===== src/rtl/branch_predictor_if.sv =====
// Fetch/resolve port bundle for the gshare branch predictor.
// IF-side lookup, EX-side update and statistics outputs.
interface branch_predictor_if #(
  parameter int BHR_BITS = 5
);
  logic [31:0]         if_pc;
  logic                stall;
  logic                pred_taken;
  logic [31:0]         pred_next_pc;
  logic [BHR_BITS-1:0] pred_bhr;
  logic                pred_hit;
  logic                upd_valid;
  logic [31:0]         upd_pc;
  logic                upd_taken;
  logic [31:0]         upd_target;
  logic [BHR_BITS-1:0] upd_bhr;
  logic                upd_hit;
  logic                upd_mispredict;
  logic [31:0]         pred_count;
  logic [31:0]         mispred_count;

  modport master (
    output if_pc, stall, upd_valid, upd_pc, upd_taken, upd_target,
           upd_bhr, upd_hit, upd_mispredict,
    input  pred_taken, pred_next_pc, pred_bhr, pred_hit,
           pred_count, mispred_count
  );

  modport slave (
    input  if_pc, stall, upd_valid, upd_pc, upd_taken, upd_target,
           upd_bhr, upd_hit, upd_mispredict,
    output pred_taken, pred_next_pc, pred_bhr, pred_hit,
           pred_count, mispred_count
  );
endinterface


===== src/rtl/branch_predictor.sv =====
// Gshare next-PC predictor: direct-mapped BTB, 2-bit PHT indexed by pc^BHR,
// speculative global history with EX-driven recovery, and resolve statistics.
module branch_predictor #(
  parameter int BTB_IDX_BITS = 5,
  parameter int BHR_BITS     = 5
) (
  input  logic              clk,
  input  logic              reset,
  branch_predictor_if.slave bp
);
  localparam int ENTRIES  = 2**BTB_IDX_BITS;
  localparam int TAG_BITS = 32 - BTB_IDX_BITS - 2;

  logic                r_btb_valid  [ENTRIES];
  logic [TAG_BITS-1:0] r_btb_tag    [ENTRIES];
  logic [31:0]         r_btb_target [ENTRIES];
  logic [1:0]          r_pht        [ENTRIES];
  logic [BHR_BITS-1:0] r_bhr;
  logic [31:0]         r_pred_count;
  logic [31:0]         r_mispred_count;

  logic [BTB_IDX_BITS-1:0] w_idx;
  logic [BTB_IDX_BITS-1:0] w_pidx;
  logic [TAG_BITS-1:0]     w_tag;
  logic                    w_hit;
  logic                    w_taken;
  logic [BTB_IDX_BITS-1:0] w_uidx;
  logic [BTB_IDX_BITS-1:0] w_upidx;
  logic [TAG_BITS-1:0]     w_utag;
  logic [1:0]              w_upht;
  logic [1:0]              w_upht_next;
  logic                    w_unused;

  // Lookup path: purely combinational on pre-edge state, no update bypass.
  assign w_idx   = bp.if_pc[BTB_IDX_BITS+1:2];
  assign w_tag   = bp.if_pc[31:BTB_IDX_BITS+2];
  assign w_pidx  = w_idx ^ BTB_IDX_BITS'(r_bhr);
  assign w_hit   = r_btb_valid[w_idx] && (r_btb_tag[w_idx] == w_tag);
  assign w_taken = w_hit && r_pht[w_pidx][1];

  assign bp.pred_hit      = w_hit;
  assign bp.pred_taken    = w_taken;
  assign bp.pred_next_pc  = w_taken ? r_btb_target[w_idx] : bp.if_pc + 32'd4;
  assign bp.pred_bhr      = r_bhr;
  assign bp.pred_count    = r_pred_count;
  assign bp.mispred_count = r_mispred_count;

  assign w_uidx  = bp.upd_pc[BTB_IDX_BITS+1:2];
  assign w_utag  = bp.upd_pc[31:BTB_IDX_BITS+2];
  assign w_upidx = w_uidx ^ BTB_IDX_BITS'(bp.upd_bhr);
  assign w_upht  = r_pht[w_upidx];

  always_comb begin
    w_upht_next = w_upht;
    if (bp.upd_taken) begin
      if (w_upht != 2'b11) w_upht_next = w_upht + 2'b01;
    end else begin
      if (w_upht != 2'b00) w_upht_next = w_upht - 2'b01;
    end
  end

  assign w_unused = ^{bp.if_pc[1:0], bp.upd_pc[1:0]};

  // Per-entry state that must be cleared on reset.
  generate
    for (genvar gi = 0; gi < ENTRIES; gi++) begin : g_entry
      always_ff @(posedge clk) begin
        if (!reset) begin
          r_pht[gi]       <= 2'b01;
          r_btb_valid[gi] <= 1'b0;
        end else if (bp.upd_valid) begin
          if (w_upidx == BTB_IDX_BITS'(gi))
            r_pht[gi] <= w_upht_next;
          if (bp.upd_taken && (w_uidx == BTB_IDX_BITS'(gi)))
            r_btb_valid[gi] <= 1'b1;
        end
      end
    end
  endgenerate

  always_ff @(posedge clk) begin
    if (reset && bp.upd_valid && bp.upd_taken) begin
      r_btb_tag[w_uidx]    <= w_utag;
      r_btb_target[w_uidx] <= bp.upd_target;
    end
  end

  // Recovery from a mispredict outranks the wrong-path speculative shift.
  always_ff @(posedge clk) begin
    if (!reset) begin
      r_bhr           <= '0;
      r_pred_count    <= '0;
      r_mispred_count <= '0;
    end else begin
      if (bp.upd_valid && bp.upd_mispredict)
        r_bhr <= bp.upd_hit ? {bp.upd_bhr[BHR_BITS-2:0], bp.upd_taken} : bp.upd_bhr;
      else if (!bp.stall && w_hit)
        r_bhr <= {r_bhr[BHR_BITS-2:0], w_taken};
      if (bp.upd_valid) begin
        r_pred_count <= r_pred_count + 32'd1;
        if (bp.upd_mispredict)
          r_mispred_count <= r_mispred_count + 32'd1;
      end
    end
  end
endmodule

===== src/flat_wrapper.sv =====
// flat-port wrapper written by rule: the top's interface ports become plain ports
module branch_predictor_flat 
#(
  parameter int BTB_IDX_BITS = 5,
  parameter int BHR_BITS     = 5
)
  (clk, reset, bp_if_pc, bp_stall, bp_upd_valid, bp_upd_pc, bp_upd_taken, bp_upd_target, bp_upd_bhr, bp_upd_hit, bp_upd_mispredict, bp_pred_taken, bp_pred_next_pc, bp_pred_bhr, bp_pred_hit, bp_pred_count, bp_mispred_count);
  branch_predictor_if #(.BHR_BITS(BHR_BITS)) bp_i ();
  input  logic clk;
  input  logic reset;
  input wire logic [$bits(bp_i.if_pc)-1:0] bp_if_pc;
  input wire logic [$bits(bp_i.stall)-1:0] bp_stall;
  input wire logic [$bits(bp_i.upd_valid)-1:0] bp_upd_valid;
  input wire logic [$bits(bp_i.upd_pc)-1:0] bp_upd_pc;
  input wire logic [$bits(bp_i.upd_taken)-1:0] bp_upd_taken;
  input wire logic [$bits(bp_i.upd_target)-1:0] bp_upd_target;
  input wire logic [$bits(bp_i.upd_bhr)-1:0] bp_upd_bhr;
  input wire logic [$bits(bp_i.upd_hit)-1:0] bp_upd_hit;
  input wire logic [$bits(bp_i.upd_mispredict)-1:0] bp_upd_mispredict;
  output wire logic [$bits(bp_i.pred_taken)-1:0] bp_pred_taken;
  output wire logic [$bits(bp_i.pred_next_pc)-1:0] bp_pred_next_pc;
  output wire logic [$bits(bp_i.pred_bhr)-1:0] bp_pred_bhr;
  output wire logic [$bits(bp_i.pred_hit)-1:0] bp_pred_hit;
  output wire logic [$bits(bp_i.pred_count)-1:0] bp_pred_count;
  output wire logic [$bits(bp_i.mispred_count)-1:0] bp_mispred_count;
  assign bp_i.if_pc = bp_if_pc;
  assign bp_i.stall = bp_stall;
  assign bp_i.upd_valid = bp_upd_valid;
  assign bp_i.upd_pc = bp_upd_pc;
  assign bp_i.upd_taken = bp_upd_taken;
  assign bp_i.upd_target = bp_upd_target;
  assign bp_i.upd_bhr = bp_upd_bhr;
  assign bp_i.upd_hit = bp_upd_hit;
  assign bp_i.upd_mispredict = bp_upd_mispredict;
  assign bp_pred_taken = bp_i.pred_taken;
  assign bp_pred_next_pc = bp_i.pred_next_pc;
  assign bp_pred_bhr = bp_i.pred_bhr;
  assign bp_pred_hit = bp_i.pred_hit;
  assign bp_pred_count = bp_i.pred_count;
  assign bp_mispred_count = bp_i.mispred_count;
  branch_predictor #(.BTB_IDX_BITS(BTB_IDX_BITS), .BHR_BITS(BHR_BITS)) u_core (.clk(clk), .reset(reset), .bp(bp_i));
endmodule

===== config.mk =====
export PLATFORM = sky130hd
export DESIGN_NAME = branch_predictor_flat
export DESIGN_NICKNAME = d
export VERILOG_FILES = /design/src/rtl/branch_predictor_if.sv /design/src/rtl/branch_predictor.sv /design/src/flat_wrapper.sv
export SDC_FILE = /design/constraint.sdc
export NUM_CORES = 2
export LEC_CHECK = 0
export CAP_MARGIN = 20
export CORE_MARGIN = 4
export CORE_UTILIZATION = 44
export CTS_CLUSTER_DIAMETER = 200
export DETAILED_ROUTE_END_ITERATION = 7
export PLACE_DENSITY = 0.62
export SYNTH_ARGS = -nofsm -noshare
export SYNTH_HDL_FRONTEND = slang
export SYNTH_SLANG_ARGS = --single-unit

===== constraint.sdc =====
create_clock -name clk -period 19.8 [get_ports clk]
set_input_delay 3.96 -clock clk [delete_from_list [all_inputs] [get_ports clk]]
set_output_delay 3.96 -clock clk [all_outputs]
set_load 0.01 [all_outputs]

==> out/summary.txt <==
Power Dens Cells - 97.44 nW/um^2
nets@finish - 4314
Clock Path Buffers - 3
CP Launch Type - input pin
critical path required time - 15840 ps
Fmax - 0.06777 GHz
origin of the worst min-delay path - u_core.r_btb_valid[16]
Worst Reg-to-Reg Cells - 7
final setup vio count - 0
Synth cell types - 78
vias in the first global route - 40.72k
vias post-DR - 40.44k
depth of the CTS H-tree - 4
setup TNS - 0 ps
CTS buffer count - 199
asr flop ratio synth - 0
worst vdd ir - 0.00008751 V
Fill cells - 14.21k
sequential share of the synthesized area - 0.7475
Hold Vio Cnt, Final - 0
Starting Density - 0.4426
kind of end point of the critical path - primary output
Synth Instances - 3898
Yosys reg bits - 1989
pre-CTS setup slack - 5007 ps
worst skew pair latency - 840 ps
pin count of the biggest net entering global routing - 155
Leak - 28.39 nW
Die Width - 431.6 um
commonest non-fill, non-tap cell in the layout - edfxtp_1
vias per cell - 6.012
slew margin rel. - 0.1789
synthesized area per cell - 20.26 um^2
All-Layer GR Usage - 0.2262
DR WL/cell - 31.52 um
hold_ws - 477.1 ps
Max FO, Critical Path - 69
CTS tree - yes
multi-input logic area - 19080 um^2
area post-placement - 83960 um^2
Max Cap Viol - 0
critical path class - input pin to primary output
initial antenna violation count - 19
Pre-antenna DRT Iters - 5
Reg clk slew, reported paths - 60 ps
gr ovfl total - 0
crit path time final - 14760 ps
RSZ-0062 raised after global routing - false
CORE AREA - 178400 um^2
CP startpoint - bp_if_pc[2]
Worst Hold Class - flop to flop
Sink Count - 1989
Rows - 155
IO Port Bufs - 208
post-route cell area - 90590 um^2
Final WS setup - 5044 ps
Pins Over Slew Limit - 0
Worst Max-Slew Pin Slew - 1232 ps
Die ar. - 186300 um^2
first-pass GRT wire length - 300.5 mm
period utilization - 0.7453
Synthesized Nets - 4009
most frequent cells in the layout - edfxtp_1 (1919), mux4_2 (468), mux2i_1 (222)
EDFF count, synth - 1919
# Post-CTS Setup Buffers - 0
Syn Std Cell Area - 78970 um^2
cts hold-fix bufs - 0
total routed wirelength - 212.0 mm
Layout Skew - 31.69 ps
root buffer cell - clkbuf_16
DRC Markers - 0
Reg area - 59030 um^2
layout cells sized above 1 - 0.2106
Synth Flop Type - edfxtp_1
Worst Path Arrival - 10800 ps
Post-CTS Resized - 0
post-DP HPWL - 114.9 mm
IO Pins - 211
Chip Height - 431.6 um
number of DRC markers in iteration 0 - 5127
gpl congestion - 0.8807
Area Growth Syn to Fin - 14.72%
Crit Reg-Reg Startpoint - u_core.bp.pred_bhr[1]
outcome - completed
fin util - 0.5077
hold path depth - 1
synth warn - 0
Routed Antenna Nets - 0
-- state kept, by name (all words and copies together) (netlist names) --
register                 cells
u_core.r_btb_target       1024
u_core.bp.pred_count        32
u_core.bp.pred_bhr           5
u_core.r_btb_tag           800
u_core.r_btb_valid          32
u_core.r_pht                64
u_core.bp.mispred_count     32
-- stage by stage --
stage          std cells  power (mW)
2_1_floorplan       3898       5.008
5_1_grt             6724       9.095
6_report            6726       8.827
4_1_cts             6708       8.884
3_3_place_gp        6347       5.207
3_5_place_dp        6347       5.215
-- cell type report --
| cell class | instances | share of cell area |
|---|---|---|
| clock inverter | 114 | 0.01232 |
| multi-input combinational | 1686 | 0.2106 |
| tap | 2355 | 0.03253 |
| sequential | 1989 | 0.6516 |
| clock buffer | 247 | 0.05795 |
| antenna | 8 | 0.0002210 |
| inverter | 11 | 0.0005386 |
| timing repair buffer | 316 | 0.03429 |
-- final timing paths --
path	endpoint	slack, ps
hold / removal	u_core.r_btb_valid[16]	480
setup reg to reg	u_core.bp.pred_bhr[0]	16060
setup / recovery	bp_pred_next_pc[13]	5040
hold reg to reg	u_core.r_btb_valid[16]	480
-- critical path, cell delays in order --
cell             delay [ps]
buf_8                   520
buf_4                   870
buf_4                   830
mux4_2                  590
a22o_1                  250
nor3_1                  230
a21oi_1                 190
xnor2_1                 250
nand2_1                 100
or4_4                   580
nor3_4                  170
buf_4                   630
mux2i_1                 690
clkdlybuf4s50_1         670
-- kinds of logic (layout without fill, tap and decap cells) --
family | Yosys count | in the layout | synth area share
xor+xnor | 120 | 120 | 0.01340
fa+ha+maj | 5 | 5 | 0.0007289
buf+inv | 223 | 688 | 0.01420
flops | 1989 | 1989 | 0.7475
compound gates | 304 | 304 | 0.02629
mux | 700 | 700 | 0.1631
other cells | 0 | 8 | 0
simple gates | 557 | 557 | 0.03480
-- where the power goes --
group	total, mW	internal [mW]	switching [mW]	leakage, nW
clock	3.70	2.11	1.58	3.11
combinational	0.488	0.192	0.296	7.46
sequential	4.64	4.64	0.00754	17.8
total	8.83	6.94	1.89	28.4
-- Yosys cell counts, types with 6 or more instances --
cell type / instances / area, um^2
nor2b_1: 13 / 81.33
buf_2: 56 / 280.3
a22oi_1: 27 / 202.7
nor2_1: 144 / 540.5
or2_2: 7 / 43.79
a22o_1: 7 / 61.31
inv_1: 8 / 30.03
a221oi_1: 15 / 131.4
xnor2_1: 79 / 691.9
a211oi_1: 13 / 97.59
buf_4: 13 / 97.59
o21ai_1: 13 / 65.06
o22ai_1: 12 / 75.07
o221ai_1: 38 / 332.8
mux2_2: 9 / 101.4
nand2b_1: 11 / 68.82
and2_1: 76 / 475.5
clkbuf_1: 109 / 409.1
nor3_1: 31 / 155.2
nand4_1: 30 / 187.7
mux4_2: 468 / 10540
nand3_1: 44 / 220.2
dfxtp_1: 70 / 1401
nor4_1: 6 / 37.54
a2bb2oi_1: 11 / 96.34
edfxtp_1: 1919 / 57630
buf_6: 19 / 214.0
and3_1: 18 / 112.6
o21ai_0: 75 / 375.4
nand2_1: 144 / 540.5
mux2i_1: 222 / 2222
buf_1: 13 / 48.80
xor2_1: 40 / 350.3
a21oi_1: 46 / 230.2
-- per-layer routing --
layer | track usage | vias up | share of wire
met3 | 0.03906 | 375 | 0.074
met4 | 0.08503 | 10 | 0.039
met5 | 0 | - | 0.00025
met2 | 0.3634 | 1742 | 0.48
li1 | - | 16719 | -
met1 | 0.3127 | 21592 | 0.40
Power figures use the tool's default switching activity.
